<file path="config.mk">
export PLATFORM = sky130hd
export DESIGN_NAME = palette_converter
export DESIGN_NICKNAME = d
export VERILOG_FILES = /design/src/rtl/palette_converter.sv
export SDC_FILE = /design/constraint.sdc
export NUM_CORES = 1
export LEC_CHECK = 0
export ABC_AREA = 0
export CORE_UTILIZATION = 50
export DETAILED_ROUTE_END_ITERATION = 7
export PLACE_DENSITY_LB_ADDON = 0.15
export SYNTH_ARGS = -nofsm -noshare
export SYNTH_HDL_FRONTEND = slang
export SYNTH_SLANG_ARGS = --single-unit
</file>
<file path="constraint.sdc">
create_clock -name clk -period 3.4 [get_ports clk]
set_clock_uncertainty 0.15 [all_clocks]
set_input_delay 0.68 -clock clk [delete_from_list [all_inputs] [get_ports clk]]
set_output_delay 0.68 -clock clk [all_outputs]
set_load 0.01 [all_outputs]
</file>
<file path="src/rtl/palette_converter.sv">
// Colour-index to packed {R,G,B} converter backed by a run-time-writable palette.
// Two-stage valid/ready pipeline: stage 1 holds the looked-up entry, stage 2 the attenuated word.
module palette_converter #(
    parameter int IDX_W = 3,
    parameter int DEPTH = 2**IDX_W,
    parameter int CH_W  = 8
) (
    input  logic                 clk,
    input  logic                 rst_n,
    input  logic                 enable,
    input  logic                 in_valid,
    output logic                 in_ready,
    input  logic [IDX_W-1:0]     colour,
    input  logic [1:0]           dim,
    output logic                 out_valid,
    input  logic                 out_ready,
    output logic [3*CH_W-1:0]    rgb,
    input  logic                 wr_en,
    input  logic [IDX_W-1:0]     wr_addr,
    input  logic [3*CH_W-1:0]    wr_data
);

    localparam int RGB_W = 3*CH_W;

    // Reset palette: bit 2 of the index lights red, bit 1 green, bit 0 blue.
    function automatic logic [RGB_W-1:0] default_entry(input logic [2:0] i);
        logic [RGB_W-1:0] e;
        e = '0;
        if (i[2]) e[3*CH_W-1 -: CH_W] = '1;
        if (i[1]) e[2*CH_W-1 -: CH_W] = '1;
        if (i[0]) e[CH_W-1   -: CH_W] = '1;
        return e;
    endfunction

    logic [RGB_W-1:0] pal_q [DEPTH];
    logic [RGB_W-1:0] pal_d [DEPTH];
    logic             v1_q, v1_d, v2_q, v2_d;
    logic [RGB_W-1:0] ent1_q, ent1_d;
    logic [1:0]       dim1_q, dim1_d;
    logic [RGB_W-1:0] rgb_q, rgb_d;

    logic             adv1, adv2, accept;
    logic [RGB_W-1:0] rd_entry, shifted;

    assign adv2   = !v2_q || out_ready;
    assign adv1   = enable && (!v1_q || adv2);
    assign accept = in_valid && adv1;

    assign in_ready  = adv1 && rst_n;
    assign out_valid = v2_q;
    assign rgb       = rgb_q;

    always_comb begin
        // Out-of-range indices match no entry and read as zero.
        rd_entry = '0;
        for (int i = 0; i < DEPTH; i++) begin
            if (colour == IDX_W'(i)) rd_entry = pal_q[i];
        end

        for (int c = 0; c < 3; c++) begin
            shifted[c*CH_W +: CH_W] = ent1_q[c*CH_W +: CH_W] >> dim1_q;
        end

        for (int i = 0; i < DEPTH; i++) begin
            pal_d[i] = pal_q[i];
            if (wr_en && wr_addr == IDX_W'(i)) pal_d[i] = wr_data;
        end

        v1_d   = v1_q;
        ent1_d = ent1_q;
        dim1_d = dim1_q;
        if (adv1) begin
            v1_d   = accept;
            ent1_d = rd_entry;
            dim1_d = dim;
        end

        // Stage 2 only takes stage 1's content when stage 1 moves; otherwise it drains to a bubble.
        v2_d  = v2_q;
        rgb_d = rgb_q;
        if (adv2) begin
            if (adv1) begin
                v2_d  = v1_q;
                rgb_d = shifted;
            end else begin
                v2_d  = 1'b0;
            end
        end
    end

    always_ff @(posedge clk) begin
        if (!rst_n) begin
            v1_q   <= 1'b0;
            v2_q   <= 1'b0;
            ent1_q <= '0;
            dim1_q <= '0;
            rgb_q  <= '0;
            for (int i = 0; i < DEPTH; i++) pal_q[i] <= default_entry(3'(i));
        end else begin
            v1_q   <= v1_d;
            v2_q   <= v2_d;
            ent1_q <= ent1_d;
            dim1_q <= dim1_d;
            rgb_q  <= rgb_d;
            for (int i = 0; i < DEPTH; i++) pal_q[i] <= pal_d[i];
        end
    end

endmodule

</file>
==> reports/metrics.cfg, run 1 <==
[outcome]
status = completed

[logic_synthesis]
synth_area_mm2 = 0.0112
synth_top_area_frac = 0.436
synth_seq_area_share = 0.436
synth-async-reset-ratio = 0
synth_flop_cell = dfxtp_1
synth_nets = 1399
netlist_instances = 1361
synth_edf_count = 0
ys_warn_count = 0
syn_area_per_cell_um2 = 8.23
ys_top_cells_by_area = dfxtp_1 (44%), nand2_1 (15%), mux2i_1 (6.8%)
synth_top_area_cell = dfxtp_1
ys_types = 50
synth-seq-cells = 244

[floorplanning]
initial_core_util = 0.512
core_mm2 = 0.0219
dieArea_mm2 = 0.0230
die_h_um = 152
core.rowCount = 54
die_w_um = 152
pin_count = 64

[worst_setup_path]
rr_worst_depth = 5
start_kind = input port
reg2reg_from = dim1_q[0]
critical_path_required_ps = 2570
timing.critical_path.to_type = primary output
critPathKind = in -> out
cp.arrival_ps = 2110
path_max_fanout = 4
rrSetupSlack_ps = 1310
r2r_end = rgb[0]
cp-startpoint = out_ready

[cells_and_area]
finalNetCount = 1395
area_growth_syn_to_layout_pct = 12.4
ff_latch_area_mm2 = 0.00488
layout_common_cells = nand2_1 (436), dfxtp_1 (244), nand3_1 (104), mux2i_1 (76), a21boi_1 (65)
layout_commonest_cell = nand2_1
multi_input_area_mm2 = 0.00563
drive_gt1_frac = 0.0802
fillers = 2014

[clocking]
ctsLongestPathBuffers = 3
cts_root_buffer = clkbuf_16
h-tree-depth = 1
clk_pin_slew_worst_paths_ps = 60
insertion_delay_ps = 530
cts_resized = 0
cts_made_buffers = 26
cts_sinks = 244
cts_hold_buf = 0
post_cts_buffers = 0
cts_tree = done

[global_route]
met1_usage = 0.374
gr-max-usage-layer = met2
grt_pass1_wl_um = 49200
grt_antenna_before_repair = 1
grt_start_max_net_pins = 108
grt.met2_usage = 0.455
use_met3 = 0.0515
grt_pass1_vias = 8730
grt_usage = 0.279
grt-ovfl-total = 0

[route]
antenna_left = 0
dr.first_iter.drc_count = 810
drc_errors = 0
vias_per_cell = 5.68
via_count = 9391
routedWlPerCell_um = 19.0
wirelength_um = 31400
first_pass_iters = 5

[placement]
dp_hpwl_um = 18300
gp_congestion = 0.803
portBuffers = 63

[worst_hold_path]
min-delay-start = rst_n
hold-path-cell-count = 2
min_path_type = in -> reg
min_to = rgb[5]

[sta]
setup_violations = 0
period_minus_slack_ps = 2940
whs_ps = 271
relSlewSlack = 0.317
hold_viol_final = 0
finalCritPeriodShare = 0.864
fmax_ghz = 0.340
setup_tns_ps = 0
grt_setup_unrepaired = no
final_max_slew_viol_count = 0
tightest_slew_ps = 1020

[power_and_ir_drop]
comb_power_share = 0.103
clock_power_share = 0.418
seqPwrFrac = 0.479
p_sw_mw = 1.59
ir_drop_v = 0.000325
p_leak_nw = 4.98
switching_share = 0.251
internal-power_mw = 4.76
power_density_mw_per_mm2 = 505

[run]
drv_cap = 0

[per-stage QoR]
| step | setup WS (ps) | utilization | instances | power [mW] | cell area, um^2 |
|---|---|---|---|---|---|
| global placement | 493 | 0.539 | 1609 | 3.75 | 11800 |
| detailed placement | 461 | 0.539 | 1609 | 3.76 | 11800 |
| floorplan | 1280 | - | 1361 | 3.54 | 11200 |
| CTS | 447 | 0.575 | 1652 | 6.38 | 12600 |
| finish | 463 | 0.575 | 1653 | 6.36 | 12600 |
| global route | 374 | 0.575 | 1652 | 6.58 | 12600 |
[sequential cells by signal, indices dropped and copies added, names as in the netlist]
| name | flops |
|---|---|
| v1_q | 1 |
| rgb | 24 |
| pal_q | 192 |
| dim1_q | 2 |
| out_valid | 1 |
| ent1_q | 24 |
[how the worst max path moves through the flow]
| stage | to | slack, ps | cells past startpoint |
|---|---|---|---|
| detailed placement | in_ready | 460 | 4 |
| finish | in_ready | 460 | 4 |
| floorplan | in_ready | 1280 | 4 |
| CTS | in_ready | 450 | 4 |
| global placement | in_ready | 490 | 4 |
| global route | in_ready | 370 | 4 |
[power groups by stage]
stage	Sequential, mW	Combinational [mW]	Clock (mW)
floorplan	3.08	0.462	0
global placement	3.10	0.646	0
detailed placement	3.10	0.652	0
CTS	3.04	0.654	2.69
global route	3.05	0.719	2.81
finish	3.04	0.658	2.66
[layout make-up]
type / instances / area share
Multi-Input combinational cell: 983 / 0.447
Inverter: 3 / 0.000894
Clock inverter: 6 / 0.00238
Tap cell: 280 / 0.0278
Timing Repair Buffer: 99 / 0.0736
Clock buffer: 37 / 0.0598
Antenna cell: 1 / 0.000199
Sequential cell: 244 / 0.388
[routing by layer]
layer / share of wire / up-vias / wire [um]
met2: 0.46 / 310 / 14500
met4: 0.018 / 0 / 562
met3: 0.074 / 41 / 2310
met1: 0.45 / 4438 / 14000
met5: 0 / - / 0
li1: - / 4602 / -
[worst max-delay path, cell delays in order]
cell and delay (ps):
clkdlybuf4s50_1 490, and3b_1 230, nor2_1 160, clkdlybuf4s50_1 550
[Yosys cell counts (2+ instances only)]
master and number:
nor3_4 2, a21boi_0 52, buf_1 2, mux4_2 6, nand2b_1 3, mux2_2 7, a21oi_1 2, buf_2 68
nand2_1 436, nor2b_1 9, clkbuf_1 40, nand2_2 4, a21boi_1 66, nor2_1 44, nand3_1 104, inv_1 3
buf_6 7, nor3b_1 20, nor3_1 2, buf_4 13, a222oi_1 4, o211a_1 2, and2_1 2, a32o_1 18
o211ai_1 16, o21ai_0 41, a22oi_1 20, nand3b_1 2, o2bb2ai_1 23, mux2i_1 76, dfxtp_1 244, nor2_4 5
[cell families (layout without fill, tap and decap cells)]
kind of cell,Yosys count,after routing,synth area share
AO/OA/AOI/OAI,250,250,0.166
buffers and inverters,134,145,0.0616
flip-flops,244,244,0.436
multiplexers,89,89,0.0870
other,0,1,0
AND/OR/NAND/NOR,644,644,0.250
Power figures use the tool's default switching activity.
==> inputs of run 2 (changes only) <==
CORE_UTILIZATION = 64   (was 50)
==> run 2 against run 1 <==
Net effect: critical path depth unchanged; non-clock buffer count down 8; die area down 22%; final area down 0.38%; hold slack better by 30 ps; wire length down 3.1%; first-iteration DRC count up 40%; via count up 4.7%; global-route usage up 6.0 points; register-to-register slack better by 20 ps; utilization up 16 points; critical endpoint unchanged.
==> reports/metrics.cfg, run 2 (same netlist as run 1, synthesis figures left out) <==
[outcome]
status = completed  ; unchanged

[cells_and_area]
fillers = 1366  ; was 2014
layout_common_cells = nand2_1 (436), dfxtp_1 (244), nand3_1 (104), mux2i_1 (76), a21boi_1 (65)  ; unchanged
area_growth_syn_to_layout_pct = 12.0  ; was 12.4%
largest_register = pal_q  ; unchanged
finalNetCount = 1386  ; was 1395
layout.cells.non_filler = 1590  ; was 1653
drive_gt1_frac = 0.0747  ; was 0.0802
n_antenna_cell = 0  ; was 1
largest_reg_flops = 192  ; unchanged
layout_commonest_cell = nand2_1  ; unchanged

[power_and_ir_drop]
p_sw_mw = 1.57  ; was 1.59 mW
clock_power_share = 0.424  ; was 0.418
power_density_mw_per_mm2 = 512  ; was 505 mW/mm^2
p_leak_nw = 4.97  ; was 4.98 nW
internal-power_mw = 4.85  ; was 4.76 mW
switching_share = 0.245  ; was 0.251
comb_power_share = 0.103  ; about the same
ir_drop_v = 0.000390  ; was 0.000325 V
seqPwrFrac = 0.474  ; was 0.479
p_total_mw = 6.43  ; was 6.36 mW

[worst_setup_path]
crit_buf_inv = 2  ; unchanged
rr_worst_depth = 4  ; was 5
path_delay_family = buffers and inverters  ; unchanged
critPathKind = in -> out  ; unchanged
path_common_cell = clkdlybuf4s50_1  ; unchanged
crit_cells = 4  ; unchanged
cp.arrival_ps = 2120  ; was 2110 ps
crit_path_cell_trace = clkdlybuf4s50_1 -> and3b_1 -> nor2_1 -> clkdlybuf4s50_1  ; unchanged
timing.critical_path.to_type = primary output  ; unchanged
path_max_fanout = 4  ; unchanged
slowest_stage = clkdlybuf4s50_1  ; unchanged
start_kind = input port  ; unchanged
critical_path_required_ps = 2570  ; about the same
critical_path.max_stage_delay_ps = 550  ; about the same

[route]
routedWlPerCell_um = 19.1  ; was 19.0 um
antenna_left = 0  ; unchanged
drc_errors = 0  ; unchanged
vias_per_cell = 6.18  ; was 5.68
first_pass_iters = 6  ; was 5
via_count = 9829  ; was 9391
wirelength_um = 30400  ; was 31400 um
dr.first_iter.drc_count = 1134  ; was 810

[sta]
setup_tns_ps = 0  ; unchanged
hold_viol_final = 0  ; unchanged
final_max_slew_viol_count = 0  ; unchanged
tightest_slew_ps = 978  ; was 1020 ps
period_minus_slack_ps = 2950  ; was 2940 ps
grt_setup_unrepaired = no  ; unchanged
setup_violations = 0  ; unchanged
finalCritPeriodShare = 0.869  ; was 0.864
fmax_ghz = 0.338  ; was 0.340 GHz
relSlewSlack = 0.348  ; was 0.317

[global_route]
grt-ovfl-total = 0  ; unchanged
grt_start_max_net_pins = 223  ; was 108
grt_usage = 0.339  ; was 0.279
grt_antenna_before_repair = 0  ; was 1
grt_pass1_vias = 8894  ; was 8730
grt_pass1_wl_um = 48000  ; was 49200 um

[clocking]
post_cts_buffers = 0  ; unchanged
h-tree-depth = 1  ; unchanged
insertion_delay_ps = 520  ; was 530 ps
cts_sinks = 244  ; unchanged
cts_tree = done  ; unchanged
cts_hold_buf = 0  ; unchanged
cts_root_buffer = clkbuf_16  ; unchanged
cts_made_buffers = 25  ; was 26
clk_pin_slew_worst_paths_ps = 60  ; about the same
ctsLongestPathBuffers = 3  ; unchanged
cts_resized = 0  ; unchanged

[placement]
dp_cells = 1546  ; was 1609
gp_congestion = 0.809  ; was 0.803
dp_hpwl_um = 17600  ; was 18300 um
portBuffers = 63  ; unchanged

[floorplanning]
core.rowCount = 48  ; was 54
core_mm2 = 0.0172  ; was 0.0219 mm^2
dieArea_mm2 = 0.0180  ; was 0.0230 mm^2
pin_count = 64  ; unchanged
initial_core_util = 0.652  ; was 0.512
die_w_um = 134  ; was 152 um
die_h_um = 134  ; was 152 um

[worst_hold_path]
hold-path-cell-count = 2  ; unchanged
min_path_type = reg -> reg  ; was in -> reg

[run]
drv_cap = 0  ; unchanged

-- run 2: cell type report --
cell class	instances	area, um^2	share of cell area
multi-input combinational	983	5630	0.449
sequential	244	4880	0.389
timing repair buffer	91	926	0.0738
clock buffer	37	721	0.0574
tap	225	282	0.0224
clock inverter	7	87.6	0.00698
inverter	3	11.3	0.000898
-- run 2: final timing paths --
path	start	slack, ps	to
worst max-delay path	out_ready	450	in_ready
worst min-delay path	pal_q[0][46]	300	pal_q[0][46]
worst max register to register	dim1_q[0]	1330	rgb[19]
worst min register to register	pal_q[0][46]	300	pal_q[0][46]
-- run 2: layer usage --
metal,track usage,up-vias,part of all wire
met5,0,-,0
met4,0.0886,0,0.023
met3,0.0522,74,0.10
met2,0.541,529,0.45
met1,0.477,4640,0.42
li1,-,4586,-
-- run 2: metrics by stage --
stage | utilization | worst slack (ps) | hold WS [ps] | cell area, um^2
after global placement | 0.683 | 516 | 289 | 11700
after floorplan | - | 1280 | 282 | 11200
final | 0.730 | 446 | 300 | 12500
after CTS | 0.730 | 452 | 302 | 12500
after detailed placement | 0.683 | 473 | 294 | 11700
after global routing | 0.730 | 376 | 321 | 12500
-- run 2: worst register-to-register path: stages (launching register included) --
cell and delay, ps:
dfxtp_1 820, buf_4 320, mux2_2 370, o211ai_1 170, a21boi_0 110
-- run 2: power by group through the flow --
stage               registers, mW  logic [mW]  clock network (mW)
finish                       3.04       0.659                2.72
global route                 3.05       0.713                2.84
CTS                          3.04       0.651                2.73
detailed placement           3.10       0.646                   0
global placement             3.10       0.636                   0
floorplan                    3.08       0.462                   0
